--- src/rtl/npc_predict_pkg.sv ---
// Shared encodings for the next-PC predictor: NPCOp codes, 2-bit counter states
// and the BTB write-control payload.
package npc_predict_pkg;

  typedef enum logic [2:0] {
    NPC_PLUS4  = 3'b000,
    NPC_BRANCH = 3'b001,
    NPC_JUMP   = 3'b010,
    NPC_JALR   = 3'b100
  } npc_op_e;

  typedef enum logic [1:0] {
    STRONG_NT = 2'd0,
    WEAK_NT   = 2'd1,
    WEAK_T    = 2'd2,
    STRONG_T  = 2'd3
  } ctr_e;

  typedef struct packed {
    logic en;
    logic is_branch;
    logic taken;
  } btb_wr_t;

  // Saturating counter step toward the resolved direction.
  function automatic ctr_e ctr_next(input ctr_e c, input logic taken);
    ctr_e n;
    n = c;
    if (taken && (c != STRONG_T))
      n = ctr_e'(2'(c + 2'd1));
    else if (!taken && (c != STRONG_NT))
      n = ctr_e'(2'(c - 2'd1));
    return n;
  endfunction

endpackage

--- src/rtl/npc_predict_if.sv ---
// Pipeline-facing bundle of the predictor: IF fetch outputs, EX resolution inputs.
interface npc_predict_if #(
  parameter int unsigned XLEN  = 32,
  parameter int unsigned CNT_W = 16
);
  logic             stall;
  logic [XLEN-1:0]  if_pc;
  logic             if_pred_taken;
  logic [XLEN-1:0]  if_pred_target;
  logic             ex_valid;
  logic [XLEN-1:0]  ex_pc;
  logic [2:0]       ex_npcop;
  logic             ex_zero;
  logic [XLEN-1:0]  ex_pc_imm;
  logic [XLEN-1:0]  ex_rs1_imm;
  logic             ex_pred_taken;
  logic [XLEN-1:0]  ex_pred_target;
  logic             flush;
  logic [CNT_W-1:0] mispredict_cnt;

  // Pipeline side
  modport master (
    output stall, ex_valid, ex_pc, ex_npcop, ex_zero, ex_pc_imm, ex_rs1_imm,
           ex_pred_taken, ex_pred_target,
    input  if_pc, if_pred_taken, if_pred_target, flush, mispredict_cnt
  );

  // Predictor side
  modport slave (
    input  stall, ex_valid, ex_pc, ex_npcop, ex_zero, ex_pc_imm, ex_rs1_imm,
           ex_pred_taken, ex_pred_target,
    output if_pc, if_pred_taken, if_pred_target, flush, mispredict_cnt
  );
endinterface

--- src/rtl/npc_btb.sv ---
// Direct-mapped branch target buffer with 2-bit counters: combinational lookup,
// one synchronous write port that trains or allocates entries.
module npc_btb
  import npc_predict_pkg::*;
#(
  parameter int unsigned XLEN      = 32,
  parameter int unsigned BTB_DEPTH = 16
) (
  input  logic            clk,
  input  logic            rstn,
  input  logic [XLEN-1:2] rd_pc,
  output logic            rd_hit,
  output logic            rd_is_jump,
  output ctr_e            rd_ctr,
  output logic [XLEN-1:0] rd_target,
  input  btb_wr_t         wr,
  input  logic [XLEN-1:2] wr_pc,
  input  logic [XLEN-1:0] wr_target
);
  localparam int unsigned IDX_W = $clog2(BTB_DEPTH);
  localparam int unsigned TAG_W = XLEN - IDX_W - 2;

  logic [BTB_DEPTH-1:0] valid_q;
  logic [BTB_DEPTH-1:0] jump_q;
  logic [TAG_W-1:0]     tag_q    [BTB_DEPTH];
  logic [XLEN-1:0]      target_q [BTB_DEPTH];
  ctr_e                 ctr_q    [BTB_DEPTH];

  logic [IDX_W-1:0] rd_idx;
  logic [TAG_W-1:0] rd_tag;
  logic [IDX_W-1:0] wr_idx;
  logic [TAG_W-1:0] wr_tag;
  logic             wr_hit;

  assign rd_idx = rd_pc[IDX_W+1:2];
  assign rd_tag = rd_pc[XLEN-1:IDX_W+2];
  assign wr_idx = wr_pc[IDX_W+1:2];
  assign wr_tag = wr_pc[XLEN-1:IDX_W+2];

  // Lookup reads the registered contents, so a same-cycle write shows next cycle.
  assign rd_hit     = valid_q[rd_idx] && (tag_q[rd_idx] == rd_tag);
  assign rd_is_jump = jump_q[rd_idx];
  assign rd_ctr     = ctr_q[rd_idx];
  assign rd_target  = target_q[rd_idx];

  assign wr_hit = valid_q[wr_idx] && (tag_q[wr_idx] == wr_tag);

  always_ff @(posedge clk or negedge rstn) begin
    if (!rstn) begin
      valid_q <= '0;
      jump_q  <= '0;
      for (int i = 0; i < BTB_DEPTH; i++) begin
        tag_q[i]    <= '0;
        target_q[i] <= '0;
        ctr_q[i]    <= WEAK_NT;
      end
    end else if (wr.en) begin
      if (wr_hit) begin
        if (wr.is_branch) begin
          ctr_q[wr_idx] <= ctr_next(ctr_q[wr_idx], wr.taken);
        end else begin
          target_q[wr_idx] <= wr_target;
          ctr_q[wr_idx]    <= STRONG_T;
          jump_q[wr_idx]   <= 1'b1;
        end
      end else if (wr.taken) begin
        // Miss on a taken transfer: allocate, evicting any aliasing entry.
        valid_q[wr_idx]  <= 1'b1;
        tag_q[wr_idx]    <= wr_tag;
        target_q[wr_idx] <= wr_target;
        jump_q[wr_idx]   <= !wr.is_branch;
        ctr_q[wr_idx]    <= wr.is_branch ? WEAK_T : STRONG_T;
      end
    end
  end

endmodule

--- src/rtl/npc_predict.sv ---
// Fetch PC register with BTB-based next-PC prediction, EX-stage resolution,
// mispredict flush and a saturating mispredict counter.
module npc_predict
  import npc_predict_pkg::*;
#(
  parameter int unsigned    XLEN      = 32,
  parameter int unsigned    BTB_DEPTH = 16,
  parameter logic [XLEN-1:0] RESET_PC = '0,
  parameter int unsigned    CNT_W     = 16,
  parameter bit             PRED_EN   = 1'b1
) (
  input logic         clk,
  input logic         rstn,
  npc_predict_if.slave bus
);
  logic [XLEN-1:0]  pc_q;
  logic [XLEN-1:0]  pc_plus4;
  logic [CNT_W-1:0] cnt_q;

  logic             bt_hit;
  logic             bt_is_jump;
  ctr_e             bt_ctr;
  logic [XLEN-1:0]  bt_target;
  logic             pred_taken;
  logic [XLEN-1:0]  pred_target;

  npc_op_e          op;
  logic             is_ctrl;
  logic             act_taken;
  logic [XLEN-1:0]  act_target;
  logic [XLEN-1:0]  jalr_target;
  logic             mispredict;
  btb_wr_t          wr;

  npc_btb #(
    .XLEN      (XLEN),
    .BTB_DEPTH (BTB_DEPTH)
  ) u_btb (
    .clk        (clk),
    .rstn       (rstn),
    .rd_pc      (pc_q[XLEN-1:2]),
    .rd_hit     (bt_hit),
    .rd_is_jump (bt_is_jump),
    .rd_ctr     (bt_ctr),
    .rd_target  (bt_target),
    .wr         (wr),
    .wr_pc      (bus.ex_pc[XLEN-1:2]),
    .wr_target  (act_target)
  );

  // IF-side prediction
  assign pc_plus4    = pc_q + XLEN'(4);
  assign pred_taken  = PRED_EN && bt_hit && (bt_is_jump || bt_ctr[1]);
  assign pred_target = pred_taken ? bt_target : pc_plus4;

  // EX-side resolution; JALR targets drop bit 0
  assign op          = npc_op_e'(bus.ex_npcop);
  assign jalr_target = bus.ex_rs1_imm & ~XLEN'(1);

  always_comb begin
    is_ctrl    = 1'b0;
    act_taken  = 1'b0;
    act_target = bus.ex_pc_imm;
    case (op)
      NPC_BRANCH: begin
        is_ctrl   = 1'b1;
        act_taken = bus.ex_zero;
      end
      NPC_JUMP: begin
        is_ctrl   = 1'b1;
        act_taken = 1'b1;
      end
      NPC_JALR: begin
        is_ctrl    = 1'b1;
        act_taken  = 1'b1;
        act_target = jalr_target;
      end
      default: ;
    endcase
  end

  assign mispredict = bus.ex_valid &&
                      ((act_taken != bus.ex_pred_taken) ||
                       (act_taken && bus.ex_pred_taken && (act_target != bus.ex_pred_target)));

  assign wr.en        = PRED_EN && bus.ex_valid && is_ctrl;
  assign wr.is_branch = (op == NPC_BRANCH);
  assign wr.taken     = act_taken;

  // Redirect on mispredict wins over a hazard stall.
  always_ff @(posedge clk or negedge rstn) begin
    if (!rstn) begin
      pc_q <= RESET_PC;
    end else if (mispredict) begin
      pc_q <= act_taken ? act_target : (bus.ex_pc + XLEN'(4));
    end else if (!bus.stall) begin
      pc_q <= pred_target;
    end
  end

  always_ff @(posedge clk or negedge rstn) begin
    if (!rstn) begin
      cnt_q <= '0;
    end else if (mispredict && (cnt_q != '1)) begin
      cnt_q <= cnt_q + CNT_W'(1);
    end
  end

  assign bus.if_pc          = pc_q;
  assign bus.if_pred_taken  = pred_taken;
  assign bus.if_pred_target = pred_target;
  assign bus.flush          = mispredict;
  assign bus.mispredict_cnt = cnt_q;

endmodule

--- src/flat_wrapper.sv ---
// flat-port wrapper written by rule: the top's interface ports become plain ports
module npc_predict_flat import npc_predict_pkg::*;
#(
  parameter int unsigned    XLEN      = 32,
  parameter int unsigned    BTB_DEPTH = 16,
  parameter logic [XLEN-1:0] RESET_PC = '0,
  parameter int unsigned    CNT_W     = 16,
  parameter bit             PRED_EN   = 1'b1
)
  (clk, rstn, bus_stall, bus_ex_valid, bus_ex_pc, bus_ex_npcop, bus_ex_zero, bus_ex_pc_imm, bus_ex_rs1_imm, bus_ex_pred_taken, bus_ex_pred_target, bus_if_pc, bus_if_pred_taken, bus_if_pred_target, bus_flush, bus_mispredict_cnt);
  npc_predict_if #(.XLEN(XLEN), .CNT_W(CNT_W)) bus_i ();
  input logic clk;
  input logic rstn;
  input wire logic [$bits(bus_i.stall)-1:0] bus_stall;
  input wire logic [$bits(bus_i.ex_valid)-1:0] bus_ex_valid;
  input wire logic [$bits(bus_i.ex_pc)-1:0] bus_ex_pc;
  input wire logic [$bits(bus_i.ex_npcop)-1:0] bus_ex_npcop;
  input wire logic [$bits(bus_i.ex_zero)-1:0] bus_ex_zero;
  input wire logic [$bits(bus_i.ex_pc_imm)-1:0] bus_ex_pc_imm;
  input wire logic [$bits(bus_i.ex_rs1_imm)-1:0] bus_ex_rs1_imm;
  input wire logic [$bits(bus_i.ex_pred_taken)-1:0] bus_ex_pred_taken;
  input wire logic [$bits(bus_i.ex_pred_target)-1:0] bus_ex_pred_target;
  output wire logic [$bits(bus_i.if_pc)-1:0] bus_if_pc;
  output wire logic [$bits(bus_i.if_pred_taken)-1:0] bus_if_pred_taken;
  output wire logic [$bits(bus_i.if_pred_target)-1:0] bus_if_pred_target;
  output wire logic [$bits(bus_i.flush)-1:0] bus_flush;
  output wire logic [$bits(bus_i.mispredict_cnt)-1:0] bus_mispredict_cnt;
  assign bus_i.stall = bus_stall;
  assign bus_i.ex_valid = bus_ex_valid;
  assign bus_i.ex_pc = bus_ex_pc;
  assign bus_i.ex_npcop = bus_ex_npcop;
  assign bus_i.ex_zero = bus_ex_zero;
  assign bus_i.ex_pc_imm = bus_ex_pc_imm;
  assign bus_i.ex_rs1_imm = bus_ex_rs1_imm;
  assign bus_i.ex_pred_taken = bus_ex_pred_taken;
  assign bus_i.ex_pred_target = bus_ex_pred_target;
  assign bus_if_pc = bus_i.if_pc;
  assign bus_if_pred_taken = bus_i.if_pred_taken;
  assign bus_if_pred_target = bus_i.if_pred_target;
  assign bus_flush = bus_i.flush;
  assign bus_mispredict_cnt = bus_i.mispredict_cnt;
  npc_predict #(.XLEN(XLEN), .BTB_DEPTH(BTB_DEPTH), .RESET_PC(RESET_PC), .CNT_W(CNT_W), .PRED_EN(PRED_EN)) u_core (.clk(clk), .rstn(rstn), .bus(bus_i));
endmodule
--- config.mk ---
export PLATFORM = sky130hd
export DESIGN_NAME = npc_predict_flat
export DESIGN_NICKNAME = d
export VERILOG_FILES = /design/src/rtl/npc_predict_pkg.sv /design/src/rtl/npc_predict_if.sv /design/src/rtl/npc_btb.sv /design/src/rtl/npc_predict.sv /design/src/flat_wrapper.sv
export SDC_FILE = /design/constraint.sdc
export NUM_CORES = 2
export LEC_CHECK = 0
export BUFFER_PORTS_ARGS = -buffer_cell sky130_fd_sc_hd__buf_2
export CAP_MARGIN = 5
export CORE_MARGIN = 2
export CORE_UTILIZATION = 40
export DETAILED_ROUTE_END_ITERATION = 7
export PLACE_DENSITY = 0.59
export SETUP_SLACK_MARGIN = 0.3
export SYNTH_ARGS = -nofsm -noshare
export SYNTH_HDL_FRONTEND = slang
export SYNTH_SLANG_ARGS = --single-unit
--- constraint.sdc ---
create_clock -name clk -period 5.6 [get_ports clk]
set_input_delay 0.84 -clock clk [delete_from_list [all_inputs] [get_ports clk]]
set_output_delay 0.84 -clock clk [all_outputs]
set_load 0.02 [all_outputs]
# Yosys cells after proc, flatten, opt, wreduce, memory -nomap -nowiden
# Cells that the tools add are included.
# W data, S select, Z words.
dict set report totals {
  word_cells 159
  out_inout_bits 82
  inputBits 137
  reg_bits 1040
}
dict set report op_classes {
  mux 56
  addsub 5
  n_lt_le_gt_ge 6
  bitwise 6
  n_reduce_logical 23
  eq_ne 11
}
# cell count
set op_table {}
lappend op_table {{$mux W512} 3}
lappend op_table {{$bwmux W512} 1}
lappend op_table {{$bwmux W416} 1}
lappend op_table {{$mux W32} 11}
lappend op_table {{$bmux W26 S4} 2}
lappend op_table {{$mux W26} 5}
lappend op_table {{$bmux W32 S4} 1}
lappend op_table {{$demux W32 S4} 1}
lappend op_table {{$demux W26 S4} 1}
lappend op_table {{$add A32 B3 Y32 const B} 2}
lappend op_table {{$bwmux W32} 2}
lappend op_table {{$eq A26 B26 Y1} 2}
lappend op_table {{$mux W16} 3}
lappend op_table {{$ne A32 B32 Y1} 1}
lappend op_table {{$or A16 B16 Y16} 2}
lappend op_table {{$or A32 B32 Y32} 1}
lappend op_table {{$mux W2} 10}
lappend op_table {{$add A16 B1 Y16 const B} 1}
lappend op_table {{$bmux W2 S4} 2}
lappend op_table {{$bwmux W16} 1}
lappend op_table {{$ne A16 B16 Y1 const B} 1}
lappend op_table {{$bmux W1 S4} 3}
lappend op_table {{$logic_and A1 B1 Y1} 12}
lappend op_table {{$ge A5 B5 Y1 const B} 2}
lappend op_table {{other kinds (24)} 36}

# Logic depth before layout (Yosys ltp)
dict set report depth {
  ltp_word 14
  depth_mapped 20
  mapped_depth_nobuf 13
}

# By module
# Synthesis repeated with hierarchy kept, for this count alone.
dict set report hier_totals {
  hier_cells 4061
  hier_area_um2 55680.9
}
# module area_each_um2 cells_per_inst instances seq_area_each_um2
set by_module_without_submodules {}
lappend by_module_without_submodules {npc_btb 50387.1 3365 1 24843.8}
lappend by_module_without_submodules {npc_predict 5293.8 696 1 1201.2}

# Least setup slack after synthesis
# Ideal clock, no wire load.
dict set report synth_timing {
  kind {register to output}
  startpoint {register u_core.pc_q[2], in the netlist u_core.bus.if_pc[2]}
  endpoint {output bus_if_pred_target[6]}
  setup_slack_ps 674
  t_arrival_ps 4086
  path_stages_with_launch 12
  path_buffers 5
  t_required_ps 4760
  path_cell_list {dfrtp_1 clkbuf_1 buf_2 buf_1 mux4_2 mux4_2 xor2_1 nor4_1 nand3_1 clkbuf_1 clkbuf_1 a21boi_0}
}
dict set report synth_via {
  elab_chain_len 8
  word_cells_on_any_way 20
  cone_classes {1 x add/sub; 1 x eq/ne; 14 x mux; 1 x bitwise; 3 x reduce/logical}
}
# element line
set synth_lines {}
lappend synth_lines {{start, declared} npc_predict.sv:16} ;# logic [XLEN-1:0] pc_q;
lappend synth_lines {{start signal, assigned} npc_predict.sv:95} ;# pc_q <= act_taken ? act_target : (bus.ex_pc + XLEN'(4));
lappend synth_lines {{start signal, assigned} npc_predict.sv:97} ;# pc_q <= pred_target;
lappend synth_lines {{$not A4 Y5 (not written as such)} {npc_btb.sv:41, npc_btb.sv:43, npc_btb.sv:44}}
lappend synth_lines {{$bmux W26 S4} npc_btb.sv:41} ;# assign rd_hit = valid_q[rd_idx] && (tag_q[rd_idx] == rd_tag);
lappend synth_lines {{$mux W26 (not written as such) (2 in a row)} npc_btb.sv:41}
lappend synth_lines {{$eq A26 B26 Y1} npc_btb.sv:41}
lappend synth_lines {{$logic_and A1 B1 Y1} npc_btb.sv:41}
lappend synth_lines {{$logic_and A1 B1 Y1} npc_predict.sv:53} ;# assign pred_taken = PRED_EN && bt_hit && (bt_is_jump || bt_ctr[1]);
lappend synth_lines {{$mux W32 (*)} npc_predict.sv:54} ;# assign pred_target = pred_taken ? bt_target : pc_plus4;
lappend synth_lines {{end, declared} flat_wrapper.sv:25} ;# output wire logic [$bits(bus_i.if_pred_target)-1:0] bus_if_pred_target;
# Mark *: on every way between the ends. The rest lies on a longest branch, timed or not. The select of a mux whose other input is x is not followed.

# Final worst setup path
# Same ends and word-level chain as after synthesis.

==> flow_summary_export.csv <==
group,metric,value,unit
global_route,grt_pass1_vias,35665,
yosys,postSynthCellCount,3774,
worst_setup_path,crit_required,4.76,ns
yosys,synth-edff-count,0,
power_and_ir_drop,pwr-share-seq,0.400,
hold_path,min_path_type,"in -> async",
detailed_routing,drtAntennaViolNets,0,
global_route,grtUsageTotal,0.252,
global_route,grt_pass1_wl,257000,um
worst_setup_path,cp-end-kind,"output pin",
worst_setup_path,worst_setup_path_start_kind,"register",
cells_and_area,final_nets,4128,
cts,cts_sinks,1040,
die,die_area,139000,um^2
sta,tightest_slew,1.17,ns
sta,finalHoldViolations,0,
die,die_h,373,um
worst_setup_path,crit_path_max_fanout,11,
yosys,seq_area_frac_synth,0.479,
worst_setup_path,cp_top_family,"multiplexers",
cts,cts_tree,"yes",
yosys,ys.flop_type,"dfrtp_1",
yosys,syn_area_per_cell,14.4,um^2
worst_setup_path,worstPathCellList,"buf_12, mux4_2, mux4_2, xnor2_4, nand4_1, nor4_4, nand3_4, buf_12, or2_2, a21boi_2, buf_4",
detailed_routing,post_drt_wl_per_cell,30.1,um
sta,slew_headroom,0.219,
power_and_ir_drop,totalPowerFinal,0.0249,W
yosys,post-synth-top-count-cell,"dfrtp_1",
detailed_routing,drc_errors,0,
placed_design,portBuffers,217,
yosys,yosysWarnings,0,
global_route,gr-total-overflow,0,
worst_setup_path,r2r-start,"u_core.u_btb.tag_q[334]",
cells_and_area,syn2layout_area_growth,15.3,%
power_and_ir_drop,pwr_density_cell,396,nW/um^2
worst_setup_path,slowest_delay,0.64,ns
die,die_x,373,um
sta,setup_viol,0,
die,rows,135,
cts,clockBufferDepth,3,
worst_setup_path,reg2reg_depth,12,
yosys,postSynth.asyncResetShare,1.00,
worst_setup_path,cpMaxStageDelayCell,"mux4_2",
yosys,ys_seq_elements,1040,
sta,rsz0062_at_grt,"true",
worst_setup_path,crit_arrival,4.67,ns
yosys,ys_top_cells_by_area,"dfrtp_1 (47%), mux4_2 (15%), mux2_2 (11%), mux2_1 (9.3%), mux2i_1 (1.9%)",
die,start_util,0.402,
yosys,syn_nets,3920,
cells_and_area,drive_gt1_frac,0.398,
worst_setup_path,worstReg2RegEnd,"u_core.u_btb.target_q[387]",
power_and_ir_drop,combPwrFrac,0.285,
worst_setup_path,criticalPathCategory,"reg -> out",
global_route,grt_max_degree,145,
cts,root_buffer,"clkbuf_16",
sta,layout_min_cycle_time,5.51,ns
power_and_ir_drop,power_switching,0.00792,W
cells_and_area,final_util,0.464,
detailed_routing,dr.pass1.iters,6,
run,drv_cap,0,
cells_and_area,fin_area,62800,um^2
yosys,synth_cell_types,78,
cts,clock_latency,0.82,ns
cts,cts_hold_buf,0,
sta,fin_tns_setup,0,ns
yosys,synth_top_area_frac,0.471,
yosys,synth_area,54400,um^2
sta,whs,0.0905,ns
cts,cts_made_buffers,114,
status,outcome,"finished, final reports clean",
power_and_ir_drop,p_int,0.0169,W
placed_design,place.gp.congestion,0.908,
power_and_ir_drop,sw_frac_of_total,0.319,
power_and_ir_drop,ir_drop,0.420,mV
yosys,synth_common_cells,"dfrtp_1 (1024), mux2_2 (514), mux2_1 (447)",
power_and_ir_drop,p_leak,28.0,nW
detailed_routing,vias,35414,
die,fp.coreArea,135000,um^2
cts,clk_pin_slew,0.06,ns
detailed_routing,wl,176000,um
die,io-pin-count,219,
worst_setup_path,regToRegSetupSlack,0.83,ns
yosys,yosysTopAreaCell,"dfrtp_1",
sta,timing.final.crit_share,0.984,
sta,timing.fmax,182,MHz
worst_setup_path,path_buf_inv,3,
cts,htree_num_levels,3,
detailed_routing,drt_iter0_markers,3701,
placed_design,dpl_cell_area,58300,um^2
power_and_ir_drop,clkPwrFrac,0.315,
sta,fin_worst_skew,0.114,ns
global_route,grt_antenna_before_repair,14,
detailed_routing,vias_per_cell,6.04,
sta,drv_slew,0,
placed_design,hpwl,115000,um
==> power groups by stage <==
stage / clock (W) / combinational, W / sequential, W
CTS: 0.00795 / 0.00698 / 0.00991
global route: 0.00826 / 0.00745 / 0.0101
finish: 0.00783 / 0.00707 / 0.00995
floorplan: 0 / 0.00456 / 0.00972
detailed placement: 0 / 0.00675 / 0.0101
global placement: 0 / 0.00669 / 0.0100
==> sequential cells by signal, indices dropped and copies added (netlist names) <==
signal,cells
u_core.u_btb.valid_q,16
u_core.u_btb.target_q,512
u_core.u_btb.jump_q,16
u_core.u_btb.tag_q,416
u_core.bus.if_pc,32
u_core.u_btb.ctr_q,32
u_core.bus.mispredict_cnt,16
==> cells by family after synthesis <==
family          count (synthesis)  synth area share
compound gates                285            0.0368
xor+xnor                      143            0.0230
fa+ha+maj                       9           0.00207
buf+inv                       389            0.0373
flops                        1040             0.479
mux                          1467             0.381
simple gates                  441            0.0416
==> worst max-delay path by stage <==
stage | start | to | slack [ns] | cells after the start
after global placement | bus_ex_pc[2] | u_core.u_btb.target_q[392] | 0.22 | 13
after floorplan | u_core.bus.if_pc[2] | bus_if_pred_target[6] | 0.67 | 11
after CTS | u_core.bus.if_pc[2] | bus_if_pred_target[6] | 0.1 | 13
after global routing | u_core.bus.if_pc[2] | bus_if_pred_target[6] | 0.05 | 11
final | u_core.bus.if_pc[2] | bus_if_pred_target[6] | 0.09 | 11
after detailed placement | bus_ex_pc[2] | u_core.u_btb.target_q[398] | 0.19 | 13
==> routing by layer <==
metal | share of wire | vias up | track usage | routed length [um]
li1 | - | 14617 | - | -
met1 | 0.44 | 19088 | 0.366 | 76800
met2 | 0.45 | 1405 | 0.377 | 78800
met3 | 0.084 | 292 | 0.0525 | 14800
met4 | 0.034 | 12 | 0.0819 | 5920
met5 | 0.00039 | - | 0 | 68
==> layout make-up <==
class                      instances  area (um^2)
fill                           12023        72500
multi-input combinational       2345        26600
sequential                      1040        26100
timing repair buffer             440         3770
clock buffer                     179         3430
tap                             1781         2230
clock inverter                    32          489
inverter                          41          154
antenna                            7         17.5
==> layout by cell type (no fill, tap or decap), types with 39 or more instances in the layout <==
cell type / instances
o211ai_1: 54
nor2_1: 51
xor2_1: 53
nand2_1: 123
xnor2_1: 84
nand2b_1: 39
dfrtp_1: 1020
mux2i_1: 103
buf_2: 205
mux2_2: 507
buf_4: 155
o21ai_0: 54
mux2_1: 447
mux4_2: 373
clkbuf_16: 117
buf_12: 64
nand3_1: 63
==> per-stage QoR <==
stage / cells / setup WS, ns
2_1_floorplan: 3774 / 0.674
3_3_place_gp: 5628 / 0.224
3_5_place_dp: 5628 / 0.188
4_1_cts: 5851 / 0.0961
5_1_grt: 5860 / 0.0518
6_report: 5865 / 0.0913
==> what timing repair did <==
item,4_1_cts,5_1_grt
setup endpoints to repair,33,30
resized for setup,21,29
buffers inserted,11,4
pin swaps,2,5
gates cloned,1,3
No activity file was read; power rests on OpenSTA's default activity.
